`config.mk`:
```
export PLATFORM = sky130hd
export DESIGN_NAME = pe_accumulator
export DESIGN_NICKNAME = d
export VERILOG_FILES = /design/src/rtl/sauria_pe_pkg.sv /design/src/rtl/pe_accumulator_sat_adder.sv /design/src/rtl/pe_accumulator.sv
export SDC_FILE = /design/constraint.sdc
export NUM_CORES = 1
export LEC_CHECK = 0
export ABC_CLOCK_PERIOD_IN_PS = 3500
export CORE_ASPECT_RATIO = 1.1
export CORE_MARGIN = 2
export CORE_UTILIZATION = 50
export CTS_CLUSTER_DIAMETER = 40
export DETAILED_ROUTE_END_ITERATION = 8
export HOLD_SLACK_MARGIN = 0.06
export PLACE_DENSITY_LB_ADDON = 0.05
export SKIP_CTS_REPAIR_TIMING = 1
export SLEW_MARGIN = 20
export SYNTH_ARGS = -nofsm -noshare
export SYNTH_HDL_FRONTEND = slang
export SYNTH_SLANG_ARGS = --single-unit
```
`constraint.sdc`:
```
create_clock -name i_clk -period 3.5 [get_ports i_clk]
set_input_delay 0.35 -clock i_clk [delete_from_list [all_inputs] [get_ports i_clk]]
set_output_delay 0.35 -clock i_clk [all_outputs]
set_load 0.02 [all_outputs]
```
`src/rtl/sauria_pe_pkg.sv`:
```
// Shared types and default widths for the PE accumulator.
// Imported by the accumulator top and its saturating adder.
package sauria_pe_pkg;

   localparam int DEF_MUL_W = 32;
   localparam int DEF_ACC_W = 40;
   localparam int DEF_CNT_W = 16;

   typedef enum logic [1:0] {
      IDLE,
      ACCUM,
      FLUSH,
      DRAIN
   } acc_state_t;

endpackage

```
`src/rtl/pe_accumulator_sat_adder.sv`:
```
// Extends a product to accumulator width and adds it with clamping.
// Reports overflow whenever the result had to be clamped.
module sat_adder
   import sauria_pe_pkg::*;
#(
   parameter int ACC_W  = DEF_ACC_W,
   parameter int MUL_W  = DEF_MUL_W,
   parameter bit SIGNED = 1'b0
) (
   input  logic [ACC_W-1:0] a,
   input  logic [MUL_W-1:0] b,
   output logic [ACC_W-1:0] sum,
   output logic             ovf
);

   localparam logic [ACC_W-1:0] S_MAX = {1'b0, {(ACC_W-1){1'b1}}};
   localparam logic [ACC_W-1:0] S_MIN = {1'b1, {(ACC_W-1){1'b0}}};
   localparam logic [ACC_W-1:0] U_MAX = {ACC_W{1'b1}};

   logic [ACC_W-1:0] b_ext;
   logic [ACC_W:0]   raw;
   logic             a_s;
   logic             b_s;
   logic             r_s;

   always_comb begin
      if (SIGNED) begin
         b_ext = ACC_W'($signed(b));
      end else begin
         b_ext = ACC_W'(b);
      end
   end

   assign raw = {1'b0, a} + {1'b0, b_ext};
   assign a_s = a[ACC_W-1];
   assign b_s = b_ext[ACC_W-1];
   assign r_s = raw[ACC_W-1];

   // signed: overflow only when both operands share a sign the result lost
   always_comb begin
      ovf = 1'b0;
      sum = raw[ACC_W-1:0];
      if (SIGNED) begin
         if ((a_s == b_s) && (r_s != a_s)) begin
            ovf = 1'b1;
            sum = a_s ? S_MIN : S_MAX;
         end
      end else begin
         if (raw[ACC_W]) begin
            ovf = 1'b1;
            sum = U_MAX;
         end
      end
   end

endmodule

```
`src/rtl/pe_accumulator.sv`:
```
// Two-stage product accumulator with per-context length and result drain.
// Products are registered, then folded into a saturating accumulator.
module pe_accumulator
   import sauria_pe_pkg::*;
#(
   parameter int MUL_W  = DEF_MUL_W,
   parameter int ACC_W  = DEF_ACC_W,
   parameter int CNT_W  = DEF_CNT_W,
   parameter bit SIGNED = 1'b0
) (
   input  logic             i_clk,
   input  logic             i_rst,
   input  logic             i_en_ff,
   input  logic             i_start,
   input  logic [CNT_W-1:0] i_acc_len,
   input  logic [MUL_W-1:0] i_prod,
   input  logic             i_prod_valid,
   output logic             o_prod_ready,
   output logic [ACC_W-1:0] o_acc,
   output logic             o_acc_valid,
   input  logic             i_acc_ready,
   output logic             o_ovf
);

   acc_state_t       state;
   logic [CNT_W-1:0] len_q;
   logic [CNT_W-1:0] cnt_q;
   logic             s1_valid;
   logic [MUL_W-1:0] s1_prod;
   logic [ACC_W-1:0] acc_q;
   logic             ovf_q;
   logic             acc_valid_q;
   logic [ACC_W-1:0] add_sum;
   logic             add_ovf;
   logic             accept;
   logic             last_accept;

   sat_adder #(
      .ACC_W  (ACC_W),
      .MUL_W  (MUL_W),
      .SIGNED (SIGNED)
   ) u_add (
      .a   (acc_q),
      .b   (s1_prod),
      .sum (add_sum),
      .ovf (add_ovf)
   );

   assign o_prod_ready = (state == ACCUM) && (cnt_q < len_q) && i_en_ff;
   assign accept       = i_prod_valid && o_prod_ready;
   assign last_accept  = accept && ((cnt_q + CNT_W'(1)) == len_q);

   assign o_acc       = acc_q;
   assign o_acc_valid = acc_valid_q;
   assign o_ovf       = ovf_q;

   // the drain handshake is the only thing allowed to move during a stall
   always_ff @(posedge i_clk) begin
      if (i_rst) begin
         state       <= IDLE;
         len_q       <= '0;
         cnt_q       <= '0;
         s1_valid    <= 1'b0;
         s1_prod     <= '0;
         acc_q       <= '0;
         ovf_q       <= 1'b0;
         acc_valid_q <= 1'b0;
      end else if (state == DRAIN) begin
         if (acc_valid_q && i_acc_ready) begin
            state       <= IDLE;
            acc_valid_q <= 1'b0;
         end
      end else if (i_en_ff) begin
         s1_valid <= accept;
         if (accept) begin
            s1_prod <= i_prod;
            cnt_q   <= cnt_q + CNT_W'(1);
         end
         if (s1_valid) begin
            acc_q <= add_sum;
            ovf_q <= ovf_q | add_ovf;
         end
         unique case (state)
            IDLE: begin
               if (i_start) begin
                  len_q <= i_acc_len;
                  cnt_q <= '0;
                  acc_q <= '0;
                  ovf_q <= 1'b0;
                  if (i_acc_len != '0) begin
                     state <= ACCUM;
                  end else begin
                     state       <= DRAIN;
                     acc_valid_q <= 1'b1;
                  end
               end
            end
            ACCUM: begin
               if (last_accept) begin
                  state <= FLUSH;
               end
            end
            FLUSH: begin
               if (!s1_valid) begin
                  state       <= DRAIN;
                  acc_valid_q <= 1'b1;
               end
            end
            DRAIN: begin
            end
         endcase
      end
   end

endmodule

```
==> results.sh, run 1 <==
export IMPL_arrival_ns=3.37
export IMPL_internal_power_w=0.00200
export IMPL_max_freq_mhz=322
export IMPL_synth_cell_types=73
export IMPL_clkPwrFrac_pct=36.4
export IMPL_hold_viol=0
export IMPL_synth_fp_nets=993
export IMPL_cts_tree="done"
export IMPL_finalSetupViolations=0
export IMPL_p_comb_share_pct=16.4
export IMPL_grt_first_pass_wirelength_um=31600
export IMPL_cp_end_kind="register"
export IMPL_viasPerCell=5.85
export IMPL_track_usage_pct=26.7
export IMPL_syn_inst=883
export IMPL_cts_sinks=109
export IMPL_clkSlewWorstSetupHoldPaths_ns=0.08
export IMPL_gr_total_overflow=0
export IMPL_synth_edff_count=0
export IMPL_worst_slack_ns=0.390
export IMPL_skew_ns=0.00697
export IMPL_period_minus_slack_ns=3.11
export IMPL_dieWidth_um=116
export IMPL_die_h_um=127
export IMPL_rows=45
export IMPL_clock_path_buffers=2
export IMPL_startpoint_type="register"
export IMPL_dieArea_um2=14800
export IMPL_totalNegativeSetupSlack_ns=0
export IMPL_drt_total_wl_um=19400
export IMPL_io_buffer_count=96
export IMPL_vdd_ir_drop_max_uv=320
export IMPL_layout_drive_gt1_share_pct=6.02
export IMPL_syn_area_um2=6900
export IMPL_critPathRequiredTime_ns=3.76
export IMPL_min_path_type="primary input to register"
export IMPL_drv_cap=0
export IMPL_grt_max_degree=45
export IMPL_p_sw_w=0.000785
export IMPL_ant_nets=0
export IMPL_finalPower_w=0.00278
export IMPL_post_route_period_util_pct=88.9
export IMPL_grt_pass1_vias=6622
export IMPL_nets=1068
export IMPL_vias=6728
export IMPL_relSlewSlack_pct=47.8
export IMPL_seqPwrFrac_pct=47.2
export IMPL_first_iter_violations=336
export IMPL_worstSetupPathType="register to register"
export IMPL_rsz0062_at_grt="no"
export IMPL_drc_errors=0
export IMPL_path_max_fanout=17
export IMPL_path_cells="inv_1 -> ha_1 -> and4_1 -> nand2_1 -> a2111oi_2 -> nor4_4 -> buf_4 -> o21a_1 -> nor2_1 -> o21ai_0 -> o31ai_1"
export IMPL_ys_warn_count=0
export IMPL_avgSynthCellArea_um2=7.82
export IMPL_slowest_stage="nor2_1"
export IMPL_synthFlopType="dfxtp_1"
export IMPL_ios=97
export IMPL_area_growth_pct=20.1
export IMPL_avgRoutedWirePerCell_um=16.9
export IMPL_clkLatencyLatePin_ns=0.35
export IMPL_dr_pass1_iters=5
export IMPL_path_buf_inv=2
export IMPL_worst_pin_slew_ns=0.780
export IMPL_swShare_pct=28.2
export IMPL_gp_congestion=0.926
export IMPL_fill_cells=1272
export IMPL_pwr_density_cell_nw_per_um2=336
export IMPL_critical_path_max_stage_delay_ns=0.59
export IMPL_coreArea_um2=13600
export IMPL_dp_slack_ns=0.462
export IMPL_htreeDepth=3
export IMPL_status="finished clean"
export IMPL_cp_top_family="compound AO/OA/AOI/OAI gates"
export IMPL_clockRootBuffer="clkbuf_16"
export IMPL_cts_buffers=9
export IMPL_ys_seq_area_share_pct=31.6
export IMPL_n_antenna_cell=0
export IMPL_ys_ff_latch=109
export IMPL_start_util_pct=50.7
export IMPL_dp_hpwl_um=14300
export IMPL_antenna_found_initial=0
export IMPL_slew_viol_final=0
export IMPL_p_leak_nw=3.13
export IMPL_synthArstFlopShare_pct=0
cell usage in the layout, fill, tap and decap left out, types with 3 or more instances in the layout:
cell,count
xor2_1,18
a31oi_1,12
and2_1,3
o31ai_1,7
nor2_1,38
nand3_1,17
a211oi_1,10
nand2b_1,6
a31o_2,5
nand4_2,3
inv_1,34
dfxtp_1,109
and3_1,15
o21a_1,4
a21o_1,11
nand4_1,11
nor2b_1,5
o311ai_1,3
or3_1,3
o21ai_0,81
o21bai_1,4
nand2_1,140
clkdlybuf4s50_1,95
nor4_1,9
a21oi_1,125
xnor2_1,37
buf_4,11
o211ai_1,6
and4_1,4
ha_1,55
nor3_1,14
clkbuf_16,9
power by group through the flow:
stage | combinational (W) | clock (W) | sequential, W
after floorplan | 0.000278 | 0 | 0.00134
after global placement | 0.000442 | 0 | 0.00134
after detailed placement | 0.000453 | 0 | 0.00134
after CTS | 0.000457 | 0.00103 | 0.00131
after global routing | 0.000505 | 0.00107 | 0.00132
final | 0.000456 | 0.00101 | 0.00131
routing by layer:
metal  global-route usage, %  routed length [um]
met2                    49.5               10100
met1                    29.2                7660
met5                       0                   0
met4                    13.7                 769
met3                    3.89                 851
layout make-up:
cell class	instances	area, um^2	share of cell area, %
well taps	188	235	2.84
clock inverters	4	31.3	0.377
clock buffers	12	256	3.09
flip-flops and latches	109	2180	26.3
inverters	35	131	1.58
repair buffers	107	1040	12.5
multi-input cells	696	4410	53.3
kinds of logic (layout without fill, tap and decap cells):
| kind of cell | Yosys count | count (layout) | synth area share (%) |
|---|---|---|---|
| AO/OA/AOI/OAI | 295 | 295 | 25.6 |
| XOR/XNOR | 55 | 55 | 6.98 |
| adder cells (fa/ha/maj) | 56 | 56 | 10.3 |
| buffers and inverters | 78 | 158 | 4.51 |
| flip-flops | 109 | 109 | 31.6 |
| multiplexers | 1 | 1 | 0.145 |
| AND/OR/NAND/NOR | 289 | 289 | 20.9 |
flip-flops by register name, summed over array words and instances, names as in the netlist:
signal,count
cnt_q,16
len_q,16
o_acc,40
o_acc_valid,1
o_ovf,1
s1_prod,32
s1_valid,1
state,2
cells in the mapped netlist, types with 4 or more instances:
library cell,count,area [um^2]
a211oi_1,10,75.1
a21o_1,11,82.6
a21oi_1,126,631
a31o_2,5,43.8
a31oi_1,12,75.1
and3_1,15,93.8
and4_1,4,35.0
buf_2,9,45.0
clkbuf_1,33,124
dfxtp_1,109,2180
ha_1,55,688
inv_1,34,128
nand2_1,140,526
nand2b_1,6,37.5
nand3_1,17,85.1
nand4_1,11,68.8
nor2_1,38,143
nor2b_1,5,31.3
nor3_1,14,70.1
nor4_1,9,56.3
o211ai_1,6,45.0
o21a_1,4,30.0
o21ai_0,81,405
o21bai_1,4,30.0
o31ai_1,7,52.6
xnor2_1,37,324
xor2_1,18,158
per-stage QoR:
| stage | instance area [um^2] | hold WS (ns) | util (%) | std cells |
|---|---|---|---|---|
| 2_1_floorplan | 6900 | 0.440 | - | 883 |
| 3_3_place_gp | 8000 | 0.449 | 58.7 | 1135 |
| 3_5_place_dp | 8000 | 0.455 | 58.7 | 1135 |
| 4_1_cts | 8290 | 0.422 | 60.8 | 1151 |
| 5_1_grt | 8290 | 0.444 | 60.8 | 1151 |
| 6_report | 8290 | 0.423 | 60.8 | 1151 |
final timing paths:
path / cells past startpoint / from / slack, ns / endpoint
worst min-delay path: 2 / i_rst / 0.42 / state[1]
worst min register to register: 2 / s1_prod[18] / 0.46 / s1_prod[18]
worst max register to register: 11 / len_q[12] / 0.39 / cnt_q[15]
worst max-delay path: 11 / len_q[12] / 0.39 / cnt_q[15]
worst register-to-register path: stages, from the launching register on:
cell	delay, ns
dfxtp_1	0.48
inv_1	0.09
ha_1	0.29
and4_1	0.20
nand2_1	0.10
a2111oi_2	0.49
nor4_4	0.05
buf_4	0.22
o21a_1	0.19
nor2_1	0.59
o21ai_0	0.21
o31ai_1	0.10
Note: power is estimated with default switching activity, not from simulation.
==> inputs of run 2 (changes only) <==
Settings changed: CELL_PAD_IN_SITES_DETAIL_PLACEMENT set to 0, CELL_PAD_IN_SITES_GLOBAL_PLACEMENT set to 1, CORE_UTILIZATION 50 to 41.
==> results.sh, run 2 (same netlist as run 1, synthesis figures left out) <==
export IMPL_status="finished clean"
export IMPL_finalPower_w=0.00294
export IMPL_gr_max_usage_layer="met2"
export IMPL_gr_usage_met1_pct=29.4
export IMPL_grt_first_pass_wirelength_um=32800
export IMPL_hold_viol=0
export IMPL_slew_viol_final=0
export IMPL_first_iter_violations=357
export IMPL_finalSetupViolations=0
export IMPL_nets=1068
export IMPL_post_route_period_util_pct=85.3
export IMPL_path_cells="inv_1 -> ha_1 -> and4_1 -> a211oi_1 -> o21ai_1 -> nor3_1 -> clkdlybuf4s50_1"
export IMPL_skew_ns=0.00870
export IMPL_layout_common_cells="nand2_1, a21oi_1, dfxtp_1"
export IMPL_largest_register_ffs=40
export IMPL_rr_worst_depth=10
export IMPL_antenna_found_initial=1
export IMPL_clockRootBuffer="clkbuf_16"
export IMPL_area_growth_pct=21.2
export IMPL_arrival_ns=2.63
export IMPL_totalNegativeSetupSlack_ns=0
export IMPL_critical_path_max_stage_delay_ns=0.64
export IMPL_clock_path_buffers=2
export IMPL_path_max_fanout=7
export IMPL_dp_hpwl_um=14900
export IMPL_gp_congestion=0.894
export IMPL_dieArea_um2=17900
export IMPL_period_minus_slack_ns=2.98
export IMPL_n_antenna_cell=0
export IMPL_cp_end_kind="output port"
export IMPL_drv_cap=0
export IMPL_p_leak_nw=3.15
export IMPL_dr_pass1_iters=7
export IMPL_critPathRequiredTime_ns=3.15
export IMPL_dieWidth_um=128
export IMPL_cts_buffers=9
export IMPL_avgRoutedWirePerCell_um=17.3
export IMPL_coreArea_um2=16400
export IMPL_clkLatencyLatePin_ns=0.36
export IMPL_pwr_density_cell_nw_per_um2=352
export IMPL_rsz0062_at_grt="no"
export IMPL_track_usage_pct=22.8
export IMPL_ios=97
export IMPL_layout_drive_gt1_share_pct=6.13
export IMPL_clkSlewWorstSetupHoldPaths_ns=0.08
export IMPL_start_util_pct=42.0
export IMPL_vdd_ir_drop_max_uv=241
export IMPL_cts_tree="done"
export IMPL_fill_cells=1621
export IMPL_startpoint_type="register"
export IMPL_die_h_um=140
export IMPL_max_freq_mhz=335
export IMPL_io_buffer_count=96
export IMPL_relSlewSlack_pct=48.6
export IMPL_cts_sinks=109
export IMPL_vias=6646
export IMPL_drc_errors=0
export IMPL_min_path_type="primary input to register"
export IMPL_slowest_stage="clkdlybuf4s50_1"
export IMPL_viasPerCell=5.69
export IMPL_grt_max_degree=53
export IMPL_worstSetupPathType="register to output port"
export IMPL_grt_met3_usage_pct=3.32
export IMPL_ant_nets=0
export IMPL_rows=49
export IMPL_layout_commonest_cell="nand2_1"
export IMPL_grt_use_met2_pct=38.4
export IMPL_worst_pin_slew_ns=0.769
export IMPL_grt_pass1_vias=6455
export IMPL_gr_total_overflow=0
export IMPL_drt_total_wl_um=20200
export IMPL_whs_path_depth=2
export IMPL_htreeDepth=3
run 2: cell count changes in the layout (fill, tap and decap cells not counted):
cell,previous run,this run
clkbuf_1,1,0
clkinv_4,2,1
buf_4,11,10
buf_12,0,1
bufinv_16,0,2
inv_8,0,1
clkbuf_8,2,1
run 2: per-layer routing:
layer,up-vias,part of all wire (%)
met1,3116,45
met2,174,48
met5,-,0.079
met4,2,2.5
li1,3319,-
met3,35,4.1
run 2: critical path, delay by kind of cell, from the launching register on:
family,cells,cell delay (ns)
compound gates,2,0.39
fa+ha+maj,1,0.29
buf+inv,2,0.72
flops,1,0.50
simple gates,2,0.38
run 2: per-stage QoR:
step / std cells / hold slack [ns] / area [um^2] / utilization (%) / setup slack [ns]
6_report: 1167 / 0.339 / 8370 / 50.9 / 0.515
5_1_grt: 1167 / 0.373 / 8370 / 50.9 / 0.259
4_1_cts: 1167 / 0.337 / 8370 / 50.9 / 0.486
3_5_place_dp: 1151 / 0.452 / 8030 / 48.9 / 0.530
3_3_place_gp: 1151 / 0.449 / 8030 / 48.9 / 0.571
2_1_floorplan: 883 / 0.440 / 6900 / - / 0.855
run 2: final timing paths:
path / start / end / slack [ns]
hold / removal: i_rst / o_acc_valid / 0.34
hold reg to reg: s1_prod[0] / s1_prod[0] / 0.46
setup reg to reg: o_acc[0] / o_acc[30] / 0.52
setup / recovery: len_q[12] / o_prod_ready / 0.52
run 2: layout make-up:
class | count | area [um^2] | area share, %
clock buffers | 10 | 239 | 2.86
well taps | 204 | 255 | 3.05
clock inverters | 6 | 93.8 | 1.12
inverters | 35 | 131 | 1.57
repair buffers | 107 | 1050 | 12.6
multi-input cells | 696 | 4410 | 52.8
flip-flops and latches | 109 | 2180 | 26.1
run 2: where the power goes:
part	leakage [nW]	switching (W)	internal (W)	total, W
registers	0.880	0.0000363	0.00128	0.00131
logic	2.11	0.000264	0.000194	0.000458
clock network	0.165	0.000515	0.000656	0.00117
